## config.mk

```make
export PLATFORM = sky130hd
export DESIGN_NAME = t06_lcd_bus_writer
export DESIGN_NICKNAME = d
export VERILOG_FILES = /design/src/rtl/t06_lcd_pkg.sv /design/src/rtl/t06_lcd_init_rom.sv /design/src/rtl/t06_lcd_bus_writer.sv
export SDC_FILE = /design/constraint.sdc
export NUM_CORES = 1
export LEC_CHECK = 0
export ABC_AREA = 1
export BUFFER_PORTS_ARGS = -buffer_cell sky130_fd_sc_hd__buf_2
export CORE_UTILIZATION = 43
export CTS_BUF_LIST = sky130_fd_sc_hd__clkbuf_16
export DETAILED_ROUTE_END_ITERATION = 10
export PLACE_DENSITY = 0.74
export SYNTH_ARGS = -nofsm -noshare
export SYNTH_HDL_FRONTEND = slang
export SYNTH_HIERARCHICAL = 1
export SYNTH_SLANG_ARGS = --single-unit
```

## constraint.sdc

```tcl
create_clock -name clk -period 1.3 [get_ports clk]
set_input_delay 0 -clock clk [delete_from_list [all_inputs] [get_ports clk]]
set_output_delay 0 -clock clk [all_outputs]
set_load 0.01 [all_outputs]
```

## src/rtl/t06_lcd_pkg.sv

```systemverilog
// Shared types and constants for the 8080-style LCD bus writer.
// The init-sequence states exist only when T06_LCD_INIT_EN is defined.
package t06_lcd_pkg;

  localparam int WR_LOW_CYC_DEF  = 2;
  localparam int WR_HIGH_CYC_DEF = 2;
  localparam int DELAY_UNIT_DEF  = 10;

  localparam logic [1:0] ROM_CMD   = 2'b00;
  localparam logic [1:0] ROM_DATA  = 2'b01;
  localparam logic [1:0] ROM_DELAY = 2'b10;
  localparam logic [1:0] ROM_END   = 2'b11;

  localparam int ROM_AW = 4;

  typedef struct packed {
    logic [1:0] typ;
    logic [7:0] val;
  } rom_entry_t;

  typedef enum logic [2:0] {
    S_IDLE,
    S_SETUP,
    S_WR_LO,
`ifdef T06_LCD_INIT_EN
    S_WR_HI,
    S_INIT_FETCH,
    S_INIT_WAIT
`else
    S_WR_HI
`endif
  } state_t;

endpackage

```

## src/rtl/t06_lcd_init_rom.sv

```systemverilog
// Power-up command table for the LCD bus writer (T06_LCD_INIT_EN builds).
// Entries are {type[1:0], byte[7:0]}; unused slots read as end markers.
module t06_lcd_init_rom
  import t06_lcd_pkg::*;
(
  input  logic [ROM_AW-1:0] idx,
  output logic [9:0]        entry
);

  always_comb begin
    entry = {ROM_END, 8'h00};
    case (idx)
      4'd0:    entry = {ROM_CMD,   8'h01};
      4'd1:    entry = {ROM_DELAY, 8'd5};
      4'd2:    entry = {ROM_CMD,   8'h11};
      default: entry = {ROM_END,   8'h00};
    endcase
  end

endmodule

```

## src/rtl/t06_lcd_bus_writer.sv

```systemverilog
// 8080 parallel LCD write engine: SETUP / WR_LO / WR_HI byte timing.
// Optional ROM-driven power-up sequence under T06_LCD_INIT_EN.
module t06_lcd_bus_writer
  import t06_lcd_pkg::*;
#(
  parameter int WR_LOW_CYC  = WR_LOW_CYC_DEF,
  parameter int WR_HIGH_CYC = WR_HIGH_CYC_DEF,
  parameter int DELAY_UNIT  = DELAY_UNIT_DEF
) (
  input  logic       clk,
  input  logic       nrst,
  input  logic       enable,
  input  logic       in_valid,
  input  logic       in_dcx,
  input  logic [7:0] in_data,
  output logic       in_ready,
  output logic [7:0] d,
  output logic       wr,
  output logic       dcx,
  output logic       busy,
  output logic       init_done
);

  if (WR_LOW_CYC < 1 || WR_HIGH_CYC < 1 || DELAY_UNIT < 1) begin : g_bad
    $error("t06_lcd_bus_writer: timing parameters must be >= 1");
  end

`ifdef T06_LCD_INIT_EN
  localparam int DLY_MAX = 255 * DELAY_UNIT;
`else
  localparam int DLY_MAX = 0;
`endif
  localparam int M1 =
    (WR_LOW_CYC > WR_HIGH_CYC) ? WR_LOW_CYC : WR_HIGH_CYC;
  localparam int MAXC = (M1 > DLY_MAX) ? M1 : DLY_MAX;
  localparam int CW = ($clog2(MAXC) < 1) ? 1 : $clog2(MAXC);
  // The IDLE cycle that follows WR_HI is the last high cycle of the
  // strobe (data still held), so WR_HI itself lasts one cycle less.
  localparam int HI_LOAD = (WR_HIGH_CYC > 1) ? WR_HIGH_CYC - 2 : 0;

  state_t        state;
  state_t        state_n;
  state_t        done_st;
  logic [CW-1:0] cnt;
  logic [CW-1:0] cnt_load;
  logic          accept;

  assign accept = in_valid & in_ready;

`ifdef T06_LCD_INIT_EN
  logic [ROM_AW-1:0] idx;
  logic [9:0]        ent_raw;
  rom_entry_t        ent;
  logic              done_r;
  logic [CW-1:0]     dly_load;

  t06_lcd_init_rom u_rom (
    .idx   (idx),
    .entry (ent_raw)
  );

  assign ent       = rom_entry_t'(ent_raw);
  assign init_done = done_r;
  assign done_st   = done_r ? S_IDLE : S_INIT_FETCH;
  assign dly_load  = CW'(int'(ent.val) * DELAY_UNIT - 1);
`else
  assign init_done = 1'b1;
  assign done_st   = S_IDLE;
`endif

  always_ff @(posedge clk or negedge nrst) begin
    if (!nrst) begin
`ifdef T06_LCD_INIT_EN
      state <= S_INIT_FETCH;
`else
      state <= S_IDLE;
`endif
    end else begin
      state <= state_n;
    end
  end

  always_comb begin
    state_n = state;
    unique case (state)
      S_IDLE:  if (accept) state_n = S_SETUP;
      S_SETUP: state_n = S_WR_LO;
      S_WR_LO:
        if (cnt == '0)
          state_n = (WR_HIGH_CYC > 1) ? S_WR_HI : done_st;
      S_WR_HI: if (cnt == '0) state_n = done_st;
`ifdef T06_LCD_INIT_EN
      S_INIT_FETCH:
        unique case (1'b1)
          !ent.typ[1]:
            state_n = S_SETUP;
          ent.typ == ROM_DELAY:
            state_n = (ent.val == 8'd0) ? S_INIT_FETCH : S_INIT_WAIT;
          default:
            state_n = S_IDLE;
        endcase
      S_INIT_WAIT: if (cnt == '0) state_n = S_INIT_FETCH;
`endif
      default: state_n = S_IDLE;
    endcase
  end

  always_comb begin
    cnt_load = '0;
    unique case (state_n)
      S_WR_LO:     cnt_load = CW'(WR_LOW_CYC - 1);
      S_WR_HI:     cnt_load = CW'(HI_LOAD);
`ifdef T06_LCD_INIT_EN
      S_INIT_WAIT: cnt_load = dly_load;
`endif
      default:     cnt_load = '0;
    endcase
  end

  always_comb begin
    in_ready = (state == S_IDLE) & enable & init_done;
    wr       = (state != S_WR_LO);
    busy     = nrst & (state != S_IDLE);
  end

  always_ff @(posedge clk or negedge nrst) begin
    if (!nrst) begin
      cnt <= '0;
    end else if (state_n != state) begin
      cnt <= cnt_load;
    end else if (cnt != '0) begin
      cnt <= cnt - CW'(1);
    end
  end

  always_ff @(posedge clk or negedge nrst) begin
    if (!nrst) begin
      d   <= 8'h00;
      dcx <= 1'b1;
`ifdef T06_LCD_INIT_EN
      idx    <= '0;
      done_r <= 1'b0;
`endif
    end else begin
      if (accept) begin
        d   <= in_data;
        dcx <= in_dcx;
      end
`ifdef T06_LCD_INIT_EN
      if (state == S_INIT_FETCH) begin
        unique case (1'b1)
          !ent.typ[1]: begin
            d   <= ent.val;
            dcx <= ent.typ[0];
            idx <= idx + 1'b1;
          end
          ent.typ == ROM_DELAY: idx <= idx + 1'b1;
          default:              done_r <= 1'b1;
        endcase
      end
`endif
    end
  end

endmodule

```

; ---- Word-level counts from Yosys, hierarchy flattened
; Index checks and enable logic that the tools add are counted.
[totals]
mem_count = 0
rom_bits = 0
ram_bits = 0
output_inout_bits = 13
in_bits = 13
latch_bits = 0
regBits = 13
elab_cells = 23
[classes]
addsub = 1
multipliers = 0
bitwise_logic = 3
n_div = 0
magnitude_cmp = 0
eq_ne = 6
shift = 0
reduce_logical = 2
n_mux = 7
[ops]
columns = cell, count
row1 = 3-bit one-hot mux with 4 select lines, 1
row2 = "3-bit by 2-bit equality test with 1-bit output, second input constant", 3
row3 = 3-bit 2-to-1 mux, 3
row4 = 1-bit bitwise AND, 3
row5 = "3-bit by 1-bit equality test with 1-bit output, second input constant", 1
row6 = 3-bit logical NOT, 1
row7 = 1-bit 2-to-1 mux, 3
row8 = "3-bit by 2-bit != test with 1-bit output, second input constant", 1
row9 = 3-bit != test, 1
row10 = 3-bit nonzero test, 1
row11 = "1-bit subtractor, second input constant", 1

; ---- Longest topological paths before layout
; Gate-level depths: netlist of run 1.
[logic_depth]
ltp_word = 8
depth_mapped = 5
ltp_nobuf = 5

; ---- Worst setup path before layout of run 1
; Ideal clock, no wire load.
[synth_timing]
kind = reg2reg
from = reg state[2]
to = reg d[0]
setup_time_ns = 0.065
period_less_slack_ns = 0.993
t_required_ns = 1.235
t_arrival_ns = 0.928
n_path_buf = 0
path_slack_ns = 0.307
path_stages_with_launch = 6
path_cell_list = dfrtp_1 -> nor2_4 -> nand3_4 -> nor2_8 -> nand2_1 -> nand2_1
[synth_via]
elab_chain_len = 3
[synth_rtl]
columns = element, line_no
row1 = "start, declared", t06_lcd_bus_writer.sv:41  ; state_t state;
row2 = "start signal, assigned", t06_lcd_bus_writer.sv:79  ; state <= state_n;
row3 = 3-bit logical NOT, t06_lcd_bus_writer.sv:121  ; in_ready = (state == S_IDLE) & enable & init_done;
row4 = 1-bit bitwise AND, t06_lcd_bus_writer.sv:121
row5 = 1-bit bitwise AND, t06_lcd_bus_writer.sv:48  ; assign accept = in_valid & in_ready;
row6 = "end signal, assigned", t06_lcd_bus_writer.sv:146  ; d <= in_data;
row7 = "end, declared", t06_lcd_bus_writer.sv:17  ; output logic [7:0] d,
; No other way between the ends.
; A chain may end at the register's enable or synchronous reset.

; ---- Worst setup path after layout of run 1
[layout_timing]
from = reg state[2]
to = out wr
[layout_via]
elab_chain_len = 1
[layout_rtl]
columns = element, line_no
row1 = 3-bit by 2-bit != test with 1-bit output, t06_lcd_bus_writer.sv:122  ; wr = (state != S_WR_LO);
row2 = "end, declared", t06_lcd_bus_writer.sv:18  ; output logic wr,
; No other way between the ends.

==> summary by stage, run 1 <==
Status
The flow ran to the end, and the final reports show no timing, DRC or antenna violations.

Global route
Entering global routing, the biggest net connects 14 pins. The aggregate global-route resource usage is about a quarter. Global routing finished with a remaining overflow of 0. The number of global-route vias before repair is roughly 480.

The met2 usage is 42.5%. The first global-routing pass estimated ~2400 um of wire. The number of antenna violations at the first check in global routing was 0.

For this run, global-route usage on met1 was measured as between 30% and 40%. The met3 usage in global routing is between 6 and 7%. The layer with the highest usage after global routing is met2.

Placement
The weighted congestion reported at the end of routability-driven placement is around 0.66. The number of buffers added on ports is 24. The placed instances occupy a cell area of 716 um^2. OpenSTA, run right after detailed placement, puts the worst setup slack at 197 ps.

Once detailed placement completed, the half-perimeter wirelength came to roughly 900 um. Counting tap cells, the placed design contains a total of 99 instances.

Power and ir drop
The power per unit of standard cell area is 1590 mW/mm^2. The cell leakage power is about 0.5 nW. The worst vdd rail ir drop is roughly 0.0013 V. After layout, the design draws a total of around 1.4 mW.

Clocking
The root buffer cell is clkbuf_16. The worst-skew pair later-pin latency is approximately 240 ps. The number of setup buffers added after CTS is 0. In this run the number of H-tree levels came out at 1. The longest clock path from root to sink contains 2 buffers. The number of sinks driven by the clock tree is 13.

Clock tree synthesis inserted a total of 3 buffers. The CTS tree is built. After clock tree synthesis, the clock-pin slew on the worst setup and hold paths is 50 ps.

Setup path
The worst setup path is launched from a flop. For this run, the slowest stage of the critical path takes 440 ps. The register-to-register setup slack is ~180 ps.

The endpoint class of the critical path is an output pin. For the worst setup path, the data arrival time is roughly 1200 ps. In this run the worst path has a maximum fanout of 4. The critical path runs through a total of 3 cells.

Measured in cells, the most critical reg-to-reg path has a length of 4. The sum of buffers and inverters on the critical path is 2. The reg-to-reg endpoint is d[7]$_DFFE_PN0P_. Among all stages on the critical path, the largest delay is contributed by dfrtp_1. Walking the worst path, the cells encountered are nor3_2, inv_1, buf_2.

The kind of critical path is reg -> out. In this design, the largest share of critical-path delay is due to flip-flops. For the worst setup path, the data required time is around 1300 ps. The startpoint identified for the worst register-to-register timing path is state[2]$_DFF_PN0_.

Finish
The most common library cell in the layout ignoring fill and taps is nand2_1. The count of inserted antenna diode cells is 0. The final instance area is about 900 um^2. After filler insertion, the fill cell instance count of the layout stands at 81. The growth of design area from synthesis to finish is 55.8%. The library cells used most frequently in the layout, excluding fill and tap cells, are nand2_1 (29), buf_2 (24), dfrtp_1 (12), dlygate4sd3_1 (10). For this run, the share of the core covered by cells in the final layout is 76.9%. The final cell count without fillers is between 100 and 150. The share of layout cells above drive strength 1 is between 30% and 40%. The final layout contains roughly 110 nets.

Timing
The routed design could run at a clock period as short as 1190 ps. Setup repair after global routing left no endpoint under its margin. Adding up every negative setup slack in the final design gives 0 ps. The final critical path takes up 91.3% of the cycle.

In the post-route analysis, the smallest setup slack over all paths is ~110 ps. The clock arrives with 0.896 ps of skew. The final hold slack is 137 ps.

The total count of max-transition violations in the final report is 0. The setup-violating endpoint count in the final report is 0. The final hold violation count is 0. Timing would allow up to approximately 840 MHz.

Die
From left edge to right edge, the die measures 38.7 um. The total area inside the core boundary comes to 0.00117 mm^2. The area of the die is roughly 0.0015 mm^2. Once the floorplan was initialized, standard cells occupied between 40% and 50% of the core. The number of rows in the core area is 12.

The I/O pin count is 26. The die is 38.7 um tall.

Synthesis
In this run, synthesis produced a sequential element count of 13. The count of distinct cell types in the synthesized netlist is 17. After synthesis, flip-flops and latches occupy between 50 and 60% of the total area. The number of nets in the synthesized netlist is 74. The average cell area after synthesis is around 9.5 um^2. The yosys synthesis warning count is 6. The gate count after technology mapping is 61. After synthesis the cells add up to roughly 580 um^2.

Detailed routing
In the routed layout, each cell is associated on average with a via count of 4.55. The routed design has 1520 um of wire. In this run, the number of DRC markers left after iteration 0 of detailed routing was 10. In this run the remaining antenna-violating nets after routing total 0. The average wire length per cell after detail routing is 13.4 um. The overall via count from detail_route is slightly above 500. For this run, design rule violations remaining after detail routing come to 0.

The first detailed-routing pass ran for 4 iterations.

Min path
The worst hold path was traced through 5 stages. The endpoint with the worst hold slack is dcx$_DFFE_PN1P_. The worst hold path class is in -> reg. The start point of the worst min-delay path is in_valid.

Job
Max-cap violations in this run came to 0.
[state kept, by name, summed over array words and instances, names as in the netlist]
signal and cells:
d 8, state 3, cnt 1, dcx 1
[cell type report]
class                           instances  area, um^2  share of cell area [%]
Timing Repair Buffer                   35         228                    25.3
Tap cell                               14        17.5                    1.94
Inverter                                6        22.5                    2.50
Sequential cell                        13         327                    36.2
Multi-Input combinational cell         41         226                    25.1
Clock buffer                            3        75.1                    8.33
Clock inverter                          1        5.00                   0.556
[metal layers]
layer  vias up  wire length [um]  part of all wire (%)
met5         -                 0                     0
met4         0                36                   2.4
met3         4                69                   4.6
met2        19               774                    51
met1       233               635                    42
li1        258                 -                     -
[power breakdown]
| group | total, mW | internal (mW) | switching (mW) | leakage [nW] |
|---|---|---|---|---|
| registers | 0.545 | 0.492 | 0.0530 | 0.163 |
| logic | 0.305 | 0.135 | 0.170 | 0.294 |
| clock network | 0.583 | 0.409 | 0.173 | 0.0409 |
[cell families (layout without fill, tap and decap cells)]
logic type             after synthesis  in the layout  share of synthesized area, %
DFF                                 13             13                          56.5
AOI/OAI and AO/OA                    1              1                          1.30
buffers and inverters                7             45                          5.20
other                                2              2                          1.30
and+or+nand+nor                     38             38                          35.7
[worst reg2reg max path, delay by kind of cell (launching register included)]
kind	cells	cell delay, ps
flops	1	440
simple gates	4	570
[synth_stat cells]
cell type / n / area share, %
buf_4: 1 / 1.3
inv_2: 3 / 1.9
inv_1: 3 / 1.9
nand4_4: 1 / 3.7
conb_1: 2 / 1.3
nor2_8: 1 / 3.5
nor2_4: 1 / 1.9
nand2_1: 29 / 19
dfrtp_1: 12 / 52
nand3b_1: 1 / 1.3
dfstp_2: 1 / 4.5
nand3_4: 1 / 3.0
nor3_1: 1 / 0.86
nor2_1: 1 / 0.65
nand3_1: 1 / 0.86
nand4_1: 1 / 1.1
a21boi_1: 1 / 1.3
[how the worst max path moves through the flow]
stage	slack, ps	end	startpoint
2_1_floorplan	310	d[0]$_DFFE_PN0P_	state[2]$_DFF_PN0_
3_3_place_gp	260	d[1]$_DFFE_PN0P_	state[2]$_DFF_PN0_
3_5_place_dp	200	d[3]$_DFFE_PN0P_	state[2]$_DFF_PN0_
4_1_cts	50	wr	state[2]$_DFF_PN0_
5_1_grt	60	wr	state[2]$_DFF_PN0_
6_report	110	wr	state[2]$_DFF_PN0_
[repair_timing]
action,4_1_cts,5_1_grt
hold endpoints to repair,22,0
resized for setup,0,1
endpoints found under the setup margin,0,1
hold buffers,10,0
Note: power is estimated with default switching activity, not from simulation.
==> run 2: changes to the inputs <==
Settings changed: SETUP_SLACK_MARGIN set to 0.5.
==> run 2 against run 1 <==
Net effect:
- the run now ends with negative hold slack left
- clock power is 3% lower
- count of clock-buffer cells in the layout stayed put
- routed wire length is 7.3% lower
- total power is 0.21% lower
==> summary by stage, run 2 (synthesis results as in run 1) <==
Setup path
The reg-to-reg endpoint is d[3]$_DFFE_PN0P_ (was d[7]$_DFFE_PN0P_). The maximum fanout count along the critical path is 3 (was 4). The critical path's slowest cell is dfrtp_2 (was dfrtp_1). Cells along the critical path: nor2_4, nand3_4, inv_2, buf_6 (was nor3_2, inv_1, buf_2). The category of cells accounting for the largest share of critical-path delay was flip-flops (unchanged). The sum of buffers and inverters on the critical path is 2 (unchanged).

The worst setup path endpoint is in_ready (was wr). The launching element type of the critical path was a flop (unchanged). The number of logic stages on the critical path including buffering came to 4 (was 3).

The data arrival time of the worst path is 1130 ps (was 1190 ps). The longest individual stage delay on the worst path is 430 ps (was 440 ps). The endpoint class of the critical path is an output pin (unchanged). The register-to-register setup slack came to 190 ps (was 180 ps). The kind of critical path is reg -> out (unchanged).

The launch instance of the worst register-to-register path was state[2]$_DFF_PN0_ (unchanged). The cell count of the worst reg-to-reg path is 5 (was 4). The data required time at the worst endpoint came to 1300 ps (about the same). The origin of the worst setup path is state[2]$_DFF_PN0_ (unchanged).

Detailed routing
The wire length on met3 is 39 um (was 69 um). The routed metal-1 wirelength was 549 um (was 635 um). The number of DRC markers after the initial detailed-route iteration is 11 (was 10). The top layer used by detailed routing was met4 (unchanged). The number of iterations in the first detailed-routing pass is 4 (unchanged). The final antenna-violating net count came to 0 (unchanged).

The total length of routed wires is 1400 um (was 1520 um). The average wire length per cell after detail routing is 12.4 um (was 13.4 um). The via density per instance is 4.50 (was 4.55). The met2 wirelength from detailed routing is 807 um (was 774 um).

The DRC violations left is 0 (unchanged). The overall via count from detail_route is 508 (was 514).

Clocking
The cts-stage hold buffer count is 10 (unchanged). The number of levels the H-tree was split into is 1 (unchanged). The TritonCTS buffer count came to 3 (unchanged). The worst-skew pair later-pin latency is 240 ps (about the same). The maximum clock insertion buffer count was 2 (unchanged).

The number of sinks driven by the clock tree is 13 (unchanged). The clock-pin slew reported for the worst setup and hold paths after clock tree synthesis came to 40 ps (was 50 ps). The root buffer cell is clkbuf_16 (unchanged). The CTS tree is built (unchanged).

Job
The count of maximum capacitance violations is 0 (unchanged).

Finish
The growth of design area from synthesis to finish is 59.5% (was 55.8%). Top Registers: d: 8 flops, state: 3 flops (unchanged). The share of layout cells above drive strength 1 is 40.4% (was 38.4%). The count of inserted antenna diode cells is 0 (unchanged). The register containing the most flip-flops in the final layout was d (unchanged). Leading cell types in the layout, fill and taps excluded: nand2_1 (29), buf_2 (22), dfrtp_1 (11), dlygate4sd3_1 (9) (was nand2_1 (29), buf_2 (24), dfrtp_1 (12), dlygate4sd3_1 (10)). The post-layout net count is 113 (unchanged). The flip-flop count of the largest register after layout is 8 (unchanged).

The final cell count without fillers is 113 (unchanged). The most common library cell in the layout ignoring fill and taps is nand2_1 (unchanged).

Power and ir drop
The worst vdd rail ir drop came to 0.00103 V (was 0.00130 V). The cell leakage power was 0.509 nW (was 0.498 nW). The power per unit of standard cell area came to 1550 mW/mm^2 (was 1590 mW/mm^2).

Die
The number of rows in the core area came to 12 (unchanged). The overall die height is 38.7 um (unchanged). The core area is 0.00117 mm^2 (unchanged).

The horizontal die dimension was 38.7 um (unchanged). The initial cell density of the core is 49.4% (unchanged). The area of the die came to 0.00149 mm^2 (unchanged). The I/O pin count was 26 (unchanged).

Timing
The transition time at the pin with the least slew margin is slightly above 600 ps. The final critical delay including setup and external delays is 1130 ps (was 1190 ps). The peak clock frequency supported by timing is 888 MHz (was 843 MHz). The final hold violation count is 12 (was 0). The final cycle utilization of the critical path is 86.6% (was 91.3%). The total count of max-transition violations in the final report is 0 (unchanged). The final setup skew came to 2.77 ps (was 0.896 ps). The worst slew slack as a fraction of its limit is between 50% and 60%.

Setup repair after global routing missed its margin: yes (was no). The final hold slack is -60.2 ps (was 137 ps). The setup-violating endpoint count in the final report is 0 (unchanged). The sum of negative setup slack is 0 ps (unchanged).

Global route
The number of antenna violations at the first check in global routing is 0 (unchanged). The maximum number of pins on one net before global-route repair is 14 (unchanged). The final global-route overflow total is 0 (unchanged).

The number of global-route vias before repair is 498 (was 484). The aggregate global-route resource usage was 22.4% (was 26.5%). The global-route wire length before repair is 2220 um (was 2390 um).

Status
The checks that failed: negative hold slack. Result of the run: complete, but fails checks (was completed).

Placement
The number of buffers added on ports came to 24 (unchanged). The weighted congestion reported at the end of routability-driven placement is 0.621 (was 0.657). The number of instances in the placed design is 98 (was 99).

The half-perimeter wire length of the detailed placement result came to 821 um (was 893 um).

Min path
The worst hold path class is in -> async (was in -> reg).
run 2: power by group:
group	switching [mW]	internal (mW)
clock network	0.156	0.408
logic	0.171	0.149
registers	0.0536	0.493
run 2: how the worst min path moves through the flow:
stage | from | to | slack (ps) | cells after the start
after floorplan | nrst | cnt$_DFF_PN0_ | -300 | 0
after global placement | nrst | d[0]$_DFFE_PN0P_ | -100 | 1
after detailed placement | nrst | d[0]$_DFFE_PN0P_ | -90 | 1
after CTS | enable | dcx$_DFFE_PN1P_ | 160 | 5
after global routing | nrst | state[0]$_DFF_PN0_ | -10 | 2
final | nrst | d[2]$_DFFE_PN0P_ | -60 | 2
run 2: cell type report:
type                    instances  area, um^2
clock buffers                   3        75.1
well taps                      14        17.5
clock inverters                 1        5.00
multi-input cells              41         229
inverters                       6        25.0
flip-flops and latches         13         328
repair buffers                 35         243
fillers                        85         249
run 2: timing repair:
action / 4_1_cts / 5_1_grt
endpoints found under the setup margin: 15 / 28
gates resized for setup: 4 / 3
buffers inserted: 1 / 0
endpoints found under the hold margin: 22 / 12
pin swaps: 2 / 1
run 2: routing by layer:
layer	GRT usage (%)	vias up
li1	-	262
met1	26.4	230
met2	40.4	14
met3	1.73	2
met4	10.3	0
met5	0	-
run 2: stage by stage:
step	total power [mW]	hold WS, ps	cell area (um^2)	util (%)	setup slack (ps)
after detailed placement	0.817	-91.8	708	60.5	215
after floorplan	0.690	-296	578	-	307
after CTS	1.44	161	915	78.1	162
after global routing	1.50	-12.7	922	78.7	107
after global placement	0.805	-97.3	708	60.5	252
final	1.43	-60.2	922	78.7	174
==> run 3: changes to the inputs <==
Settings changed: CORE_UTILIZATION 43 to 30, PLACE_DENSITY 0.74 to 0.55.
==> run 3 against run 2 <==
Net effect:
- the flow still finishes with violations (negative hold slack)
- total power decreased by 1.1%
- clock skew decreased by 1.4 ps
- setup slack got worse by 5.6 ps
- clock power about the same
- critical endpoint unchanged
- die area increased by 41%
- fmax decreased by 0.50%
- design area increased by 1.5%
- combinational power decreased by 4%
- first-iteration DRC count decreased by 55%
- final cell count increased by 9.7%
- utilization decreased by 26 points
- via count decreased by 0.98%
- highest routed layer is now met3
==> summary by stage, run 3 (synthesis results as in run 1) <==
Setup path
The kind of critical path is reg -> out (unchanged). The launching element type of the critical path was a flop (unchanged). The reg-to-reg endpoint was d[0]$_DFFE_PN0P_ (was d[3]$_DFFE_PN0P_). The origin of the worst setup path is state[0]$_DFF_PN0_ (was state[2]$_DFF_PN0_). The longest individual stage delay on the worst path is 430 ps (about the same). The data arrival time of the worst path is 1130 ps (about the same). The launch instance of the worst register-to-register path was state[0]$_DFF_PN0_ (was state[2]$_DFF_PN0_). Cells along the critical path: nor2_4, nand3_4, inv_2, buf_6 (unchanged). The endpoint class of the critical path is an output pin (unchanged). The data required time at the worst endpoint was 1300 ps (about the same).

The register-to-register setup slack came to 210 ps (was 190 ps). The cell count of the worst reg-to-reg path is 5 (unchanged). The maximum fanout count along the critical path was 4 (was 3). The critical path's slowest cell is dfrtp_2 (unchanged). The worst setup path endpoint is in_ready (unchanged).

Die
The area of the die came to 0.00211 mm^2 (was 0.00149 mm^2). The number of rows in the core area is 15 (was 12). The core area came to 0.00176 mm^2 (was 0.00117 mm^2). The I/O pin count is 26 (unchanged). The overall die height is 45.9 um (was 38.7 um). The initial cell density of the core is 32.8% (was 49.4%). The horizontal die dimension is 45.9 um (was 38.7 um).

Timing
The transition time at the pin with the least slew margin is 590 ps (was 612 ps). The final cycle utilization of the critical path is 87.0% (was 86.6%). The sum of negative setup slack was 0 ps (unchanged). The final hold violation count is 12 (unchanged).

The final critical delay including setup and external delays is 1130 ps (about the same). The setup-violating endpoint count in the final report was 0 (unchanged). The peak clock frequency supported by timing was 884 MHz (was 888 MHz). Setup repair after global routing missed its margin: yes (unchanged).

The worst slew slack as a fraction of its limit came to 60.7% (was 59.2%). The final setup skew is 1.33 ps (was 2.77 ps). The final hold slack is -49.6 ps (was -60.2 ps).

The total count of max-transition violations in the final report is 0 (unchanged).

Detailed routing
The number of DRC markers after the initial detailed-route iteration is 5 (was 11). The average wire length per cell after detail routing came to 9.31 um (was 12.4 um). The DRC violations left is 0 (unchanged). The final antenna-violating net count is 0 (unchanged).

The total length of routed wires is 1150 um (was 1400 um). The number of iterations in the first detailed-routing pass is 4 (unchanged). The overall via count from detail_route is 503 (was 508). The via density per instance was 4.06 (was 4.50).

Finish
The register containing the most flip-flops in the final layout is d (unchanged). The most common library cell in the layout ignoring fill and taps is nand2_1 (unchanged). The share of layout cells above drive strength 1 came to 40.4% (unchanged). The flip-flop count of the largest register after layout is 8 (unchanged). The final instance area is 936 um^2 (was 922 um^2). The number of fill cells in the layout was 184 (was 85). The multi-input gate area in the final layout is 226 um^2 (was 229 um^2). The post-layout net count is 113 (unchanged).

The growth of design area from synthesis to finish is 61.9% (was 59.5%). Top Registers: d: 8 flops, state: 3 flops (unchanged). The sequential cell area is 329 um^2 (was 328 um^2). Leading cell types in the layout, fill and taps excluded: nand2_1 (29), buf_2 (22), dfrtp_1 (10), dlygate4sd3_1 (9) (was nand2_1 (29), buf_2 (22), dfrtp_1 (11), dlygate4sd3_1 (9)). The count of inserted antenna diode cells is 0 (unchanged).

Min path
The worst hold path class is in -> async (unchanged).

Clocking
The clock-pin slew reported for the worst setup and hold paths after clock tree synthesis is 40 ps (about the same). The number of levels the H-tree was split into is 1 (unchanged). The TritonCTS buffer count is 3 (unchanged). The root buffer cell is clkbuf_16 (unchanged).

The maximum clock insertion buffer count came to 2 (unchanged). The number of sinks driven by the clock tree is 13 (unchanged). The CTS tree is built (unchanged). The worst-skew pair later-pin latency is 240 ps (about the same).

Status
Result of the run: complete, but fails checks (unchanged). Violated checks: negative hold slack (unchanged).

Global route
The aggregate global-route resource usage is 13.3% (was 22.4%). The maximum number of pins on one net before global-route repair was 14 (unchanged). The global-route wire length before repair was 1950 um (was 2220 um).

The final global-route overflow total is 0 (unchanged). The number of global-route vias before repair is 468 (was 498). The number of antenna violations at the first check in global routing was 0 (unchanged).

Placement
The number of buffers added on ports was 24 (unchanged). The weighted congestion reported at the end of routability-driven placement came to 0.762 (was 0.621). The cell area after placement was 722 um^2 (was 708 um^2).

The half-perimeter wire length of the detailed placement result is 770 um (was 821 um).

Power and ir drop
The switching power as a share of total power is 25.8% (was 26.6%). The worst vdd rail ir drop was 0.00106 V (was 0.00103 V). The internal cell power came to 1.05 mW (about the same). The share of power burned in combinational logic came to 21.7% (was 22.4%). The power share of the clock group is 39.9% (was 39.4%). The switching power of the nets came to 0.365 mW (was 0.381 mW). The total power consumption of the routed design came to 1.41 mW (was 1.43 mW).

The cell leakage power came to 0.509 nW (about the same). The power per unit of standard cell area came to 1510 mW/mm^2 (was 1550 mW/mm^2). The sequential share of power is 38.4% (was 38.2%).

Job
The count of maximum capacitance violations was 0 (unchanged).
run 3: changes by cell type in the layout (fill, tap and decap cells not counted):
cell	delta
buf_4	-1
buf_6	+1
dfrtp_1	-1
dfrtp_2	+1
inv_2	+1
inv_4	-1
nor2_1	+1
nor2_2	-1
run 3: layer usage:
layer | track usage, % | vias up | part of all wire, % | routed length [um]
met5 | 0 | - | 0 | 0
met1 | 18.2 | 227 | 51 | 584
met3 | 5.16 | 0 | 6.0 | 69
li1 | - | 259 | - | -
met4 | 3.53 | 0 | 0 | 0
met2 | 19.7 | 17 | 43 | 499
run 3: cell type report:
type / instances / share of cell area (%)
Sequential cell: 13 / 35.2
Clock buffer: 3 / 8.02
Multi-Input combinational cell: 41 / 24.2
Timing Repair Buffer: 35 / 26.3
Inverter: 6 / 2.41
Tap cell: 25 / 3.34
Clock inverter: 1 / 0.535
run 3: power groups by stage:
stage	Clock [mW]	Combinational, mW	Sequential, mW
2_1_floorplan	0	0.112	0.577
3_3_place_gp	0	0.268	0.545
3_5_place_dp	0	0.271	0.539
4_1_cts	0.583	0.308	0.540
5_1_grt	0.606	0.343	0.555
6_report	0.565	0.307	0.543
run 3: metrics by stage:
stage / cells / utilization (%) / hold slack, ps / setup slack, ps
final: 124 / 53.0 / -49.6 / 169
after global routing: 124 / 53.0 / 8.71 / 105
after CTS: 124 / 52.3 / 142 / 167
after detailed placement: 109 / 40.9 / -89.2 / 214
after global placement: 109 / 40.9 / -90.3 / 229
after floorplan: 61 / - / -296 / 307
run 3: what timing repair did:
item / 4_1_cts / 5_1_grt
hold buffers: 10 / 0
resized for setup: 2 / 5
pin swaps: 2 / 2
buffers inserted: 1 / 0
endpoints found under the hold margin: 22 / 0
endpoints found under the setup margin: 15 / 27
run 3: worst min path at each step:
stage	to	depth (start not counted)
finish	d[6]$_DFFE_PN0P_	2
global route	d[3]$_DFFE_PN0P_	2
CTS	dcx$_DFFE_PN1P_	5
detailed placement	d[6]$_DFFE_PN0P_	1
global placement	d[7]$_DFFE_PN0P_	1
floorplan	cnt$_DFF_PN0_	0
run 3: worst max-delay path: cells and delay by family, from the launching register on:
| kind | cells | cell delay (ps) |
|---|---|---|
| and+or+nand+nor | 2 | 300 |
| buffers and inverters | 2 | 160 |
| DFF | 1 | 430 |
